[src/rtl/motion_pkg.sv]
// Shared encodings for the line-follower PI sequencer and its ALU: operand
// selects, ALU gain constants, sequencer states and the per-conversion tables.
package motion_pkg;

  localparam logic [2:0] SRC1_ACCUM     = 3'd0;
  localparam logic [2:0] SRC1_ITERM     = 3'd1;
  localparam logic [2:0] SRC1_ERR       = 3'd2;
  localparam logic [2:0] SRC1_ERR_DIV16 = 3'd3;
  localparam logic [2:0] SRC1_FWD       = 3'd4;

  localparam logic [2:0] SRC0_A2D    = 3'd0;
  localparam logic [2:0] SRC0_INTGRL = 3'd1;
  localparam logic [2:0] SRC0_ICOMP  = 3'd2;
  localparam logic [2:0] SRC0_PCOMP  = 3'd3;
  localparam logic [2:0] SRC0_PTERM  = 3'd4;
  // Any encoding the ALU does not decode feeds a zero operand.
  localparam logic [2:0] SRC0_ZERO   = 3'd7;

  localparam logic [13:0] PTERM = 14'h3680;
  localparam logic [11:0] ITERM = 12'h500;

  typedef enum logic [3:0] {
    S_IDLE,
    S_CONV,
    S_WAIT,
    S_ACC,
    S_ERR,
    S_INTG,
    S_ICOMP,
    S_PCOMP,
    S_RHT1,
    S_RHT2,
    S_LFT1,
    S_LFT2,
    S_DONE
  } state_t;

  // Conversion order, element 0 first.
  localparam logic [5:0][2:0] CH_TBL = {3'd7, 3'd3, 3'd2, 3'd4, 3'd0, 3'd1};

  // Weight codes are {mult4, mult2}, so the two can never both be set.
  localparam logic [1:0] W_X1 = 2'b00;
  localparam logic [1:0] W_X2 = 2'b01;
  localparam logic [1:0] W_X4 = 2'b10;
  localparam logic [5:0][1:0] WT_TBL = {W_X4, W_X4, W_X2, W_X2, W_X1, W_X1};

  localparam logic [2:0] LAST_IDX = 3'd5;

endpackage

[src/rtl/mc_seq_fsm.sv]
// Control-cycle sequencer: walks the six conversions and the PI arithmetic,
// driving ALU selects/mode lines and one write enable per operand register.
module mc_seq_fsm
  import motion_pkg::*;
#(
  parameter int MULT_CYC = 2
) (
  input  logic       clk,
  input  logic       rst,
  input  logic       go,
  input  logic       cnv_cmplt,
  output logic       strt_cnv,
  output logic [2:0] chnnl,
  output logic [2:0] src1sel,
  output logic [2:0] src0sel,
  output logic       multiply,
  output logic       mult2,
  output logic       mult4,
  output logic       sub,
  output logic       saturate,
  output logic       cyc_done,
  output logic       clr,
  output logic       start,
  output logic       accum_we,
  output logic       error_we,
  output logic       intgrl_we,
  output logic       icomp_we,
  output logic       pcomp_we,
  output logic       rht_we,
  output logic       lft_we
);

  localparam int HOLD_W = (MULT_CYC > 1) ? $clog2(MULT_CYC) : 1;
  localparam logic [HOLD_W-1:0] HOLD_LAST = HOLD_W'(MULT_CYC - 1);

  state_t            state, nxt_state;
  logic [2:0]        idx, nxt_idx;
  logic [HOLD_W-1:0] hold, nxt_hold;
  logic [1:0]        int_dec, nxt_int_dec;

  always_ff @(posedge clk) begin
    if (rst) begin
      state   <= S_IDLE;
      idx     <= '0;
      hold    <= '0;
      int_dec <= '0;
    end else begin
      state   <= nxt_state;
      idx     <= nxt_idx;
      hold    <= nxt_hold;
      int_dec <= nxt_int_dec;
    end
  end

  always_comb begin
    nxt_state   = state;
    nxt_idx     = idx;
    nxt_hold    = hold;
    nxt_int_dec = int_dec;
    strt_cnv    = 1'b0;
    chnnl       = 3'd0;
    src1sel     = SRC1_ACCUM;
    src0sel     = SRC0_A2D;
    multiply    = 1'b0;
    mult2       = 1'b0;
    mult4       = 1'b0;
    sub         = 1'b0;
    saturate    = 1'b0;
    cyc_done    = 1'b0;
    clr         = 1'b0;
    start       = 1'b0;
    accum_we    = 1'b0;
    error_we    = 1'b0;
    intgrl_we   = 1'b0;
    icomp_we    = 1'b0;
    pcomp_we    = 1'b0;
    rht_we      = 1'b0;
    lft_we      = 1'b0;

    // Dropping go abandons the cycle from any state; a late cnv_cmplt then
    // lands in IDLE where it has no effect.
    if (!go) begin
      nxt_state   = S_IDLE;
      nxt_idx     = '0;
      nxt_hold    = '0;
      nxt_int_dec = '0;
      clr         = 1'b1;
    end else begin
      case (state)
        S_IDLE: begin
          start     = 1'b1;
          nxt_idx   = '0;
          nxt_state = S_CONV;
        end
        S_CONV: begin
          strt_cnv  = 1'b1;
          chnnl     = CH_TBL[idx];
          nxt_state = S_WAIT;
        end
        S_WAIT: begin
          chnnl = CH_TBL[idx];
          if (cnv_cmplt) nxt_state = S_ACC;
        end
        S_ACC: begin
          src1sel        = SRC1_ACCUM;
          src0sel        = SRC0_A2D;
          {mult4, mult2} = WT_TBL[idx];
          sub            = idx[0];
          accum_we       = 1'b1;
          if (idx == LAST_IDX) begin
            nxt_state = S_ERR;
          end else begin
            nxt_idx   = idx + 3'd1;
            nxt_state = S_CONV;
          end
        end
        S_ERR: begin
          src1sel   = SRC1_ACCUM;
          src0sel   = SRC0_ZERO;
          saturate  = 1'b1;
          error_we  = 1'b1;
          nxt_state = S_INTG;
        end
        S_INTG: begin
          src1sel   = SRC1_ERR_DIV16;
          src0sel   = SRC0_INTGRL;
          saturate  = 1'b1;
          intgrl_we = (int_dec == 2'd3);
          nxt_state = S_ICOMP;
        end
        S_ICOMP: begin
          src1sel  = SRC1_ITERM;
          src0sel  = SRC0_INTGRL;
          multiply = 1'b1;
          if (hold == HOLD_LAST) begin
            icomp_we  = 1'b1;
            nxt_hold  = '0;
            nxt_state = S_PCOMP;
          end else begin
            nxt_hold = hold + 1'b1;
          end
        end
        S_PCOMP: begin
          src1sel  = SRC1_ERR;
          src0sel  = SRC0_PTERM;
          multiply = 1'b1;
          if (hold == HOLD_LAST) begin
            pcomp_we  = 1'b1;
            nxt_hold  = '0;
            nxt_state = S_RHT1;
          end else begin
            nxt_hold = hold + 1'b1;
          end
        end
        S_RHT1: begin
          src1sel   = SRC1_FWD;
          src0sel   = SRC0_PCOMP;
          sub       = 1'b1;
          accum_we  = 1'b1;
          nxt_state = S_RHT2;
        end
        S_RHT2: begin
          src1sel   = SRC1_ACCUM;
          src0sel   = SRC0_ICOMP;
          sub       = 1'b1;
          saturate  = 1'b1;
          rht_we    = 1'b1;
          nxt_state = S_LFT1;
        end
        S_LFT1: begin
          src1sel   = SRC1_FWD;
          src0sel   = SRC0_PCOMP;
          accum_we  = 1'b1;
          nxt_state = S_LFT2;
        end
        S_LFT2: begin
          src1sel   = SRC1_ACCUM;
          src0sel   = SRC0_ICOMP;
          saturate  = 1'b1;
          lft_we    = 1'b1;
          nxt_state = S_DONE;
        end
        S_DONE: begin
          cyc_done    = 1'b1;
          nxt_int_dec = int_dec + 2'd1;
          nxt_state   = S_IDLE;
        end
        default: nxt_state = S_IDLE;
      endcase
    end
  end

endmodule

[src/rtl/motion_cntrl.sv]
// Line-follower motion controller: owns the ALU operand registers and loads
// them from the ALU result as the sequencer steps through a control cycle.
module motion_cntrl
  import motion_pkg::*;
#(
  parameter logic [11:0] FWD_MAX  = 12'h6FF,
  parameter int          MULT_CYC = 2
) (
  input  logic        clk,
  input  logic        rst,
  input  logic        go,
  input  logic        cnv_cmplt,
  input  logic [11:0] A2d_res,
  input  logic [15:0] dst,
  output logic        strt_cnv,
  output logic [2:0]  chnnl,
  output logic [2:0]  src1sel,
  output logic [2:0]  src0sel,
  output logic        multiply,
  output logic        mult2,
  output logic        mult4,
  output logic        sub,
  output logic        saturate,
  output logic [15:0] Accum,
  output logic [15:0] Pcomp,
  output logic [11:0] Error,
  output logic [11:0] Intgrl,
  output logic [11:0] Icomp,
  output logic [11:0] Fwd,
  output logic [11:0] lft,
  output logic [11:0] rht,
  output logic        cyc_done
);

  logic clr, start;
  logic accum_we, error_we, intgrl_we, icomp_we, pcomp_we, rht_we, lft_we;

  // The A2D result reaches the accumulator through the ALU, not directly.
  logic unused_a2d;
  assign unused_a2d = ^A2d_res;

  function automatic logic [11:0] fwd_ramp(input logic [11:0] cur);
    if (cur >= FWD_MAX) return FWD_MAX;
    return cur + 12'd1;
  endfunction

  mc_seq_fsm #(
    .MULT_CYC(MULT_CYC)
  ) u_seq (
    .clk      (clk),
    .rst      (rst),
    .go       (go),
    .cnv_cmplt(cnv_cmplt),
    .strt_cnv (strt_cnv),
    .chnnl    (chnnl),
    .src1sel  (src1sel),
    .src0sel  (src0sel),
    .multiply (multiply),
    .mult2    (mult2),
    .mult4    (mult4),
    .sub      (sub),
    .saturate (saturate),
    .cyc_done (cyc_done),
    .clr      (clr),
    .start    (start),
    .accum_we (accum_we),
    .error_we (error_we),
    .intgrl_we(intgrl_we),
    .icomp_we (icomp_we),
    .pcomp_we (pcomp_we),
    .rht_we   (rht_we),
    .lft_we   (lft_we)
  );

  // Error survives an abort; everything else restarts from zero.
  always_ff @(posedge clk) begin
    if (rst) begin
      Accum  <= '0;
      Pcomp  <= '0;
      Error  <= '0;
      Intgrl <= '0;
      Icomp  <= '0;
      Fwd    <= '0;
      lft    <= '0;
      rht    <= '0;
    end else if (clr) begin
      Accum  <= '0;
      Pcomp  <= '0;
      Intgrl <= '0;
      Icomp  <= '0;
      Fwd    <= '0;
      lft    <= '0;
      rht    <= '0;
    end else begin
      if (start) begin
        Accum <= '0;
        Fwd   <= fwd_ramp(Fwd);
      end
      if (accum_we)  Accum  <= dst;
      if (error_we)  Error  <= dst[11:0];
      if (intgrl_we) Intgrl <= dst[11:0];
      if (icomp_we)  Icomp  <= dst[11:0];
      if (pcomp_we)  Pcomp  <= dst;
      if (rht_we)    rht    <= dst[11:0];
      if (lft_we)    lft    <= dst[11:0];
    end
  end

endmodule
[config.mk]
export PLATFORM = sky130hd
export DESIGN_NAME = motion_cntrl
export DESIGN_NICKNAME = d
export VERILOG_FILES = /design/src/rtl/motion_pkg.sv /design/src/rtl/mc_seq_fsm.sv /design/src/rtl/motion_cntrl.sv
export SDC_FILE = /design/constraint.sdc
export NUM_CORES = 1
export LEC_CHECK = 0
export BUFFER_PORTS_ARGS = -buffer_cell sky130_fd_sc_hd__buf_2
export CORE_ASPECT_RATIO = 1.5
export CORE_UTILIZATION = 51
export DETAILED_ROUTE_END_ITERATION = 8
export PLACE_DENSITY = 0.8
export SLEW_MARGIN = 20
export SYNTH_ARGS = -nofsm -noshare
export SYNTH_HDL_FRONTEND = slang
export SYNTH_SLANG_ARGS = --single-unit
[constraint.sdc]
create_clock -name clk -period 2.3 [get_ports clk]
set_input_delay 0.23 -clock clk [delete_from_list [all_inputs] [get_ports clk]]
set_output_delay 0.23 -clock clk [all_outputs]
set_load 0.02 [all_outputs]
# == Word level (Yosys, flattened, before mapping) ==
# Memory sizes are Yosys's and may differ from the RTL's. A register that Yosys moved wholly into a read port is not among the register bits.
# Index checks and enable logic that the tools add are counted.
# classes
muxes,59
bitwise_logic,1
reduce_logical,15
n_eq_ne,18
order_cmp,2
add_sub_neg,4
# op_table
operator,n
$pmux W4 S12,1
$mux W1,35
$mux W3,11
$mux W16,2
$mux W12,2
$eq A4 B4 Y1 const B,5
$eq A4 B3 Y1 const B,4
$pmux W3 S5,1
$reduce_or A2 Y1,7
$add A12 B1 Y12 const B,1
$ge A12 B11 Y1 const B,1
$mux W4,3
$pmux W3 S4,1
$eq A4 B2 Y1 const B,2
$pmux W3 S2,1
$eq A4 B1 Y1 const B,1
$logic_not A4 Y1,1
$lt A3 B4 Y1 const B,1
$ne A2 B1 Y1 const B,2
$ne A2 B2 Y1 const B,2
$reduce_and A2 Y1,2
$reduce_bool A2 Y1,2
$reduce_or A4 Y1,1
$add A3 B1 Y3 const B,1
9 further kinds,9
# totals
n_memories,2
ff_bits,114
mem_bits_ro,40
in_bits,32
# mem_list
name,words,width,rd,rd_ports_with_merged_regs,write_ports,line,rtl
(name not given),8,3,1,1,0,mc_seq_fsm.sv:97,chnnl = CH_TBL[idx];
(name not given),8,2,1,1,0,mc_seq_fsm.sv:107,"{mult4, mult2} = WT_TBL[idx];"

# == Logic depth before layout (Yosys ltp) ==
# Gate-level depths: netlist of the first run.
# logic_depth
ltp_word,7
ltp_mapped,9
mapped_depth_nobuf,8

# == Modules after synthesis ==
# A second synthesis of the first run with hierarchy kept.
# unflattened
cells_unflattened,527
hier_area_um2,4914.7
# modules_own_cells
module,seq_area_each_um2,cells_each,area_each_um2,instances
motion_cntrl,2082.0,398,3890.0,1
mc_seq_fsm,300.3,129,1024.7,1

# == Worst setup path before layout of the first run ==
# Ideal clock, no wire load.
# synth_path
path_type,reg-to-reg
from,reg Fwd[0]
to,reg Fwd[3]
period_less_slack_ps,1738
setup_time_ps,115
setup_slack_ps,562
t_arrival_ps,1624
path_stages_with_launch,7
path_cell_list,dfxtp_1 -> ha_1 -> nand4_1 -> nor2_1 -> o31ai_2 -> a41oi_1 -> o21a_1
# synth_via
elab_chain_len,6
word_cells_on_any_way,7
classes_between,add/sub: 1; order compare: 1; mux: 5
# synth_rtl
element,line,rtl
"start, declared",motion_cntrl.sv:29,"output logic [11:0] Fwd,"
"start signal, assigned",motion_cntrl.sv:97,Fwd <= fwd_ramp(Fwd);
$ge A12 B11 Y1,motion_cntrl.sv:43,if (cur >= FWD_MAX) return FWD_MAX;
$mux W1,motion_cntrl.sv:43,
$mux W1,motion_cntrl.sv:95,if (start) begin
$mux W1,motion_cntrl.sv:86,end else if (clr) begin
$mux W1,motion_cntrl.sv:77,if (rst) begin
$mux W12 (*),motion_cntrl.sv:44,return cur + 12'd1;
# Mark *: on every way between the ends. The rest lies on a longest branch, timed or not. The select of a mux whose other input is x is not followed.
# A chain may end at the register's enable or synchronous reset.

# == Worst setup path in the final report of the first run ==
# layout_path
from,reg u_seq.state[2]
to,out strt_cnv
# layout_via
elab_chain_len,3
# layout_rtl
element,line,rtl
"start, declared",mc_seq_fsm.sv:36,"state_t state, nxt_state;"
"start signal, assigned",mc_seq_fsm.sv:48,state <= nxt_state;
$eq A4 B1 Y1,mc_seq_fsm.sv:89,case (state)
$mux W1,mc_seq_fsm.sv:89,
$mux W1,mc_seq_fsm.sv:82,if (!go) begin
"end, declared",motion_cntrl.sv:15,"output logic strt_cnv,"
# Every way passes these cells.

==> flow_summary.toml, run 1 <==
[run_status]
status = "complete, no violations"

[logic_synthesis]
syn_area_sq_mm = 0.00484
synth_area_leaders = "dfxtp_1, nand2_1, a21oi_1"
synth_top_area_cell = "dfxtp_1"
yosys-top-cells-count = "nand2_1, dfxtp_1, a21oi_1, nor2_1, clkbuf_1"
synth.distinct_cells = 52
ys_warn_count = 0
yosysMostFrequentCell = "nand2_1"
synth_xor_area_frac = 0.00698
avgSynthCellArea_sq_um = 8.36
synthCells = 579
synth_compound_area_frac = 0.159
synthAdderAreaFrac = 0.0103
synth-edff-count = 0
yosys.area.top_type_share = 0.492
synth-simple-area-share = 0.226
syn_nets = 615
seq_area_frac_synth = 0.492
yosys_most_used_dff = "dfxtp_1"
synth.area.mux_share = 0.0538
synth_top_family_by_area = "simple AND/OR/NAND/NOR gates"
synth-seq-cells = 119
async_flop_share = 0

[placed_design]
hpwl_um = 9280
place_congestion = 0.881
numPortBuffers = 139
preCtsSetupSlack_ns = 0.242

[setup_path]
critical_path_class = "flip-flop to output port"
crit_fanout = 16
slowest_stage = "dfxtp_1"
r2r_cells = 4
worstPathArrival_ns = 1.95
worst-r2r-setup-slack_ns = 0.18
required_ns = 2.07
path_buf_inv = 1
path_cells = "nor2b_1 > nand2_2 > nor3_1 > buf_2"
max_stage_delay_ns = 0.46
start_kind = "flip-flop"
r2r_end = "Pcomp[13]$_SDFFE_PP0P_"
worstSetupEndpointType = "output port"
reg2reg_from = "u_seq.state[2]$_SDFFE_PP0P_"
cpLargestDelayFamily = "simple AND/OR/NAND/NOR gates"

[timing]
setup_slack_ns = 0.122
finalMaxSlewViolations = 0
skew_ns = 0.00928
finalSetupTns_ns = 0
rsz0062_at_grt = "no"
fin_crit_sh = 0.947
max-slew-margin-rel = 0.539
fin_crit_ns = 2.18
finalSetupViolCount = 0
hold_violations = 0
worst_slew_pin_slew_ns = 0.689
max_clock_freq_mhz = 459

[layout]
multi_input_area_sq_mm = 0.00222
nNetsFinal = 743
n_fill_cell = 768
drive_above_1_share = 0.261
synthToLayoutAreaGrowth_pct = 27.0
seqCellArea_sq_mm = 0.00238
finalCoreUtilization = 0.664
n_antenna_cell = 0

[drt]
vias = 4613
viasPerCell = 5.56
drc = 0
firstDrtPassIters = 5
wirelength_um = 13500
drtIter0Drc = 365
detail_route.wl_per_cell_um = 16.3
detail-route-antenna-nets = 0

[power]
total_power_mw = 4.85
p_leak_nw = 2.57
power.density_mw_per_mm2 = 790
max-vdd-ir-drop_mv = 0.683

[hold_path]
min_to = "Accum[15]$_SDFFE_PP0P_"
min_path_type = "primary input to flip-flop"
min_from = "dst[15]"
min_delay_path_depth = 3

[clocking]
cts.sinks = 119
clock_latency_ns = 0.42
path_clk_slew_ns = 0.05
cts_tree = "built"
htreeDepth = 4
cts_hold_buf = 0
post-cts-setup-buffers = 0
cts_made_buffers = 17
cts_buffer_depth = 2
cts-root-buf = "clkbuf_16"

[floorplanning]
die_h_um = 121
die_width_um = 81.5
core_area_sq_mm = 0.00925
io_pins = 152
start_util = 0.523
fp.dieArea_sq_mm = 0.00989
rows = 43

[grt]
grt_first_pass_wirelength_um = 21100
grt_max_degree = 50
grt_usage = 0.285
grt-ovfl-total = 0
grt_pass1_vias = 4307
antenna_found_initial = 0

[run]
maxCapViolCount = 0
==> worst max-delay path by stage <==
stage / from / to / cells past startpoint
final: u_seq.state[2]$_SDFFE_PP0P_ / strt_cnv / 4
after global routing: u_seq.state[2]$_SDFFE_PP0P_ / strt_cnv / 4
after CTS: u_seq.state[2]$_SDFFE_PP0P_ / strt_cnv / 4
after detailed placement: u_seq.state[2]$_SDFFE_PP0P_ / Pcomp[13]$_SDFFE_PP0P_ / 4
after global placement: u_seq.state[2]$_SDFFE_PP0P_ / Pcomp[6]$_SDFFE_PP0P_ / 4
after floorplan: Fwd[0]$_SDFFE_PP0P_ / Fwd[3]$_SDFFE_PP0P_ / 6
==> stage by stage <==
| stage | hold slack, ns | cells | area (sq um) |
|---|---|---|---|
| finish | 0.0761 | 829 | 6150 |
| global placement | 0.440 | 800 | 5570 |
| floorplan | 0.299 | 579 | 4840 |
| detailed placement | 0.444 | 800 | 5570 |
| CTS | 0.0700 | 829 | 6140 |
| global route | 0.0870 | 829 | 6150 |
==> cells by family after synthesis <==
logic type,Yosys count
and+or+nand+nor,243
AOI/OAI and AO/OA,134
DFF,119
xor gates and xnor gates,3
muxes,26
adders and majority gates,4
buffers and inverters,50
==> where the power goes <==
group | switching [mW] | internal, mW
sequential | 0.0102 | 2.07
clock | 0.865 | 1.74
combinational | 0.126 | 0.0457
==> cell usage in the layout (no fill, tap or decap), types with 3 or more instances in the layout <==
cell type  synthesis  final
nand4_1            3      3
a21o_1             4      4
clkbuf_1          27      6
a31oi_1            3      3
nor2b_1            8      8
a311oi_1           3      3
nand2b_1           4      3
bufinv_16          0      3
inv_1              6      6
buf_2              8    139
nor2_1            45     45
clkbuf_16          0     17
o21ai_0           22     22
buf_4              1     12
and2_1             7      7
a21oi_1           83     83
mux2i_1           26     26
ha_1               4      4
nand3b_1           3      3
and3_1             9      9
o21a_1             4      4
nand3_1           24     24
nor3_1             8      8
dfxtp_1          119    117
nand2_1          122    121
==> flip-flops by register name, summed over array words and instances, names as in the netlist, named ones only <==
| name | flops |
|---|---|
| u_seq.idx | 3 |
| lft | 12 |
| Fwd | 12 |
| Accum | 16 |
| Error | 12 |
| Intgrl | 12 |
| Icomp | 12 |
| rht | 12 |
| u_seq.int_dec | 2 |
| u_seq.hold | 1 |
| u_seq.state | 4 |
| Pcomp | 16 |
==> tightest hold or removal path: stages <==
cell     delay (ns)
buf_2          0.11
nand2_1        0.05
a21oi_1        0.05
==> layer usage <==
metal  GRT usage  wire length [um]  share of wire  vias up
met2       0.498              7100           0.52      208
met4       0.112               335          0.025        0
met3      0.0865              1020          0.075       27
li1            -                 -              -     2224
met5           0                 0              0        -
met1       0.314              5070           0.37     2154
==> cell type report <==
| type | count | share of cell area |
|---|---|---|
| tap | 112 | 0.0228 |
| clock buffer | 25 | 0.0774 |
| multi-input combinational | 410 | 0.361 |
| sequential | 119 | 0.388 |
| clock inverter | 4 | 0.0155 |
| inverter | 7 | 0.00428 |
| timing repair buffer | 152 | 0.131 |
==> what timing repair did <==
item	CTS	global route
endpoints found under the setup margin	1	2
gates cloned	0	0
resized for setup	1	2
pin swaps	0	0
No activity file was read; power rests on OpenSTA's default activity.
==> run 2: changes to the inputs <==
--- a/config.mk
+++ b/config.mk
@@ -5,8 +5,10 @@
 export SDC_FILE = /design/constraint.sdc
 export NUM_CORES = 1
 export LEC_CHECK = 0
+export ABC_CLOCK_PERIOD_IN_PS = 2300
 export BUFFER_PORTS_ARGS = -buffer_cell sky130_fd_sc_hd__buf_2
 export CORE_ASPECT_RATIO = 1.5
+export CORE_MARGIN = 8
 export CORE_UTILIZATION = 51
 export DETAILED_ROUTE_END_ITERATION = 8
 export PLACE_DENSITY = 0.8
==> flow_summary.toml, run 2 (synthesis results as in run 1) <==
[placed_design]
preCtsSetupSlack_ns = 0.376
numPortBuffers = 139
dp.cells = 800
place_congestion = 0.857
placed_area_sq_mm = 0.00557
hpwl_um = 10200

[clocking]
path_clk_slew_ns = 0.05
htreeDepth = 4
cts_buffer_depth = 2
cts_hold_buf = 0
cts-root-buf = "clkbuf_16"
cts_tree = "built"
clock_latency_ns = 0.41
cts_made_buffers = 17
cts.sinks = 119

[layout]
n_antenna_cell = 0
drive_above_1_share = 0.268
final_design_area_no_fill_sq_mm = 0.00612
final_common_cell = "buf_2"
finalCoreUtilization = 0.662
final_cells = 832
nNetsFinal = 743
synthToLayoutAreaGrowth_pct = 26.6
largestRegisters = "Accum x16, Pcomp x16"
mostFrequentLayoutCells = "buf_2, nand2_1, dfxtp_1, a21oi_1, nor2_1"

[drt]
detail-route-antenna-nets = 0
drtIter0Drc = 350
vias = 4628
viasPerCell = 5.56
firstDrtPassIters = 4
detail_route.wl_per_cell_um = 17.6
drc = 0
wirelength_um = 14600

[hold_path]
min_path_type = "primary input to flip-flop"

[floorplanning]
io_pins = 152
die_h_um = 135
start_util = 0.523
rows = 43
fp.dieArea_sq_mm = 0.0129
die_width_um = 95.5
core_area_sq_mm = 0.00925

[timing]
skew_ns = 0.00812
max_clock_freq_mhz = 472
rsz0062_at_grt = "no"
finalSetupTns_ns = 0
hold_ws_ns = 0.0662
setup_slack_ns = 0.180
max-slew-margin-rel = 0.523
fin_crit_sh = 0.922
hold_violations = 0
fin_crit_ns = 2.12
finalMaxSlewViolations = 0
finalSetupViolCount = 0
worst_slew_pin_slew_ns = 0.714

[power]
seq_power_share = 0.446
p_sw_frac = 0.221
p_leak_nw = 2.57
switchingPower_mw = 1.03
pwr-share-comb = 0.038
power.density_mw_per_mm2 = 760
clockPowerShare = 0.517
max-vdd-ir-drop_mv = 0.654
internal_power_mw = 3.63
total_power_mw = 4.66

[grt]
grt_usage = 0.230
grt_first_pass_wirelength_um = 23000
grt_max_degree = 54
grt_pass1_vias = 4643
grt-ovfl-total = 0
antenna_found_initial = 0

[setup_path]
start_kind = "flip-flop"
required_ns = 2.07
critical_path_class = "flip-flop to output port"
worstSetupEndpointType = "output port"
crit_fanout = 15
worstPathArrival_ns = 1.89

[run_status]
status = "complete, no violations"

[run]
maxCapViolCount = 0
run 2: worst max-delay path, stage by stage, from the launching register on:
cell     delay, ns
dfxtp_1       0.31
buf_4         0.18
nor2b_1       0.27
nand2_2       0.23
nor3_1        0.27
buf_2         0.22
run 2: final timing paths:
| check | start | end | slack, ns | depth (start not counted) |
|---|---|---|---|---|
| setup / recovery | u_seq.state[2]$_SDFFE_PP0P_ | strt_cnv | 0.18 | 5 |
| hold / removal | dst[15] | Pcomp[15]$_SDFFE_PP0P_ | 0.07 | 3 |
| setup reg to reg | Fwd[0]$_SDFFE_PP0P_ | Fwd[3]$_SDFFE_PP0P_ | 0.34 | 6 |
| hold reg to reg | lft[2]$_SDFFE_PP0P_ | lft[2]$_SDFFE_PP0P_ | 0.45 | 2 |
run 2: layout make-up:
cell class	count	area (sq um)
fill	768	3130
sequential	119	2380
multi-input combinational	410	2220
timing repair buffer	152	806
clock buffer	25	505
tap	112	140
clock inverter	7	43.8
inverter	7	26.3
run 2: power groups by stage:
stage          combinational (mW)  clock (mW)  sequential [mW]
5_1_grt                     0.188        2.53             2.07
6_report                    0.176        2.40             2.07
3_5_place_dp                0.172           0             2.12
4_1_cts                     0.173        2.43             2.07
2_1_floorplan              0.0925           0             2.12
3_3_place_gp                0.169           0             2.12
run 2: layer usage:
metal  GRT usage  wire length (um)
met5           0                 0
met3      0.0882              1220
met1       0.242              5520
met2       0.384              7410
met4       0.125               471
run 2: timing repair:
item                                    CTS  global route
resized for setup                         0             3
endpoints found under the setup margin    0             3
setup buffers                             0             0
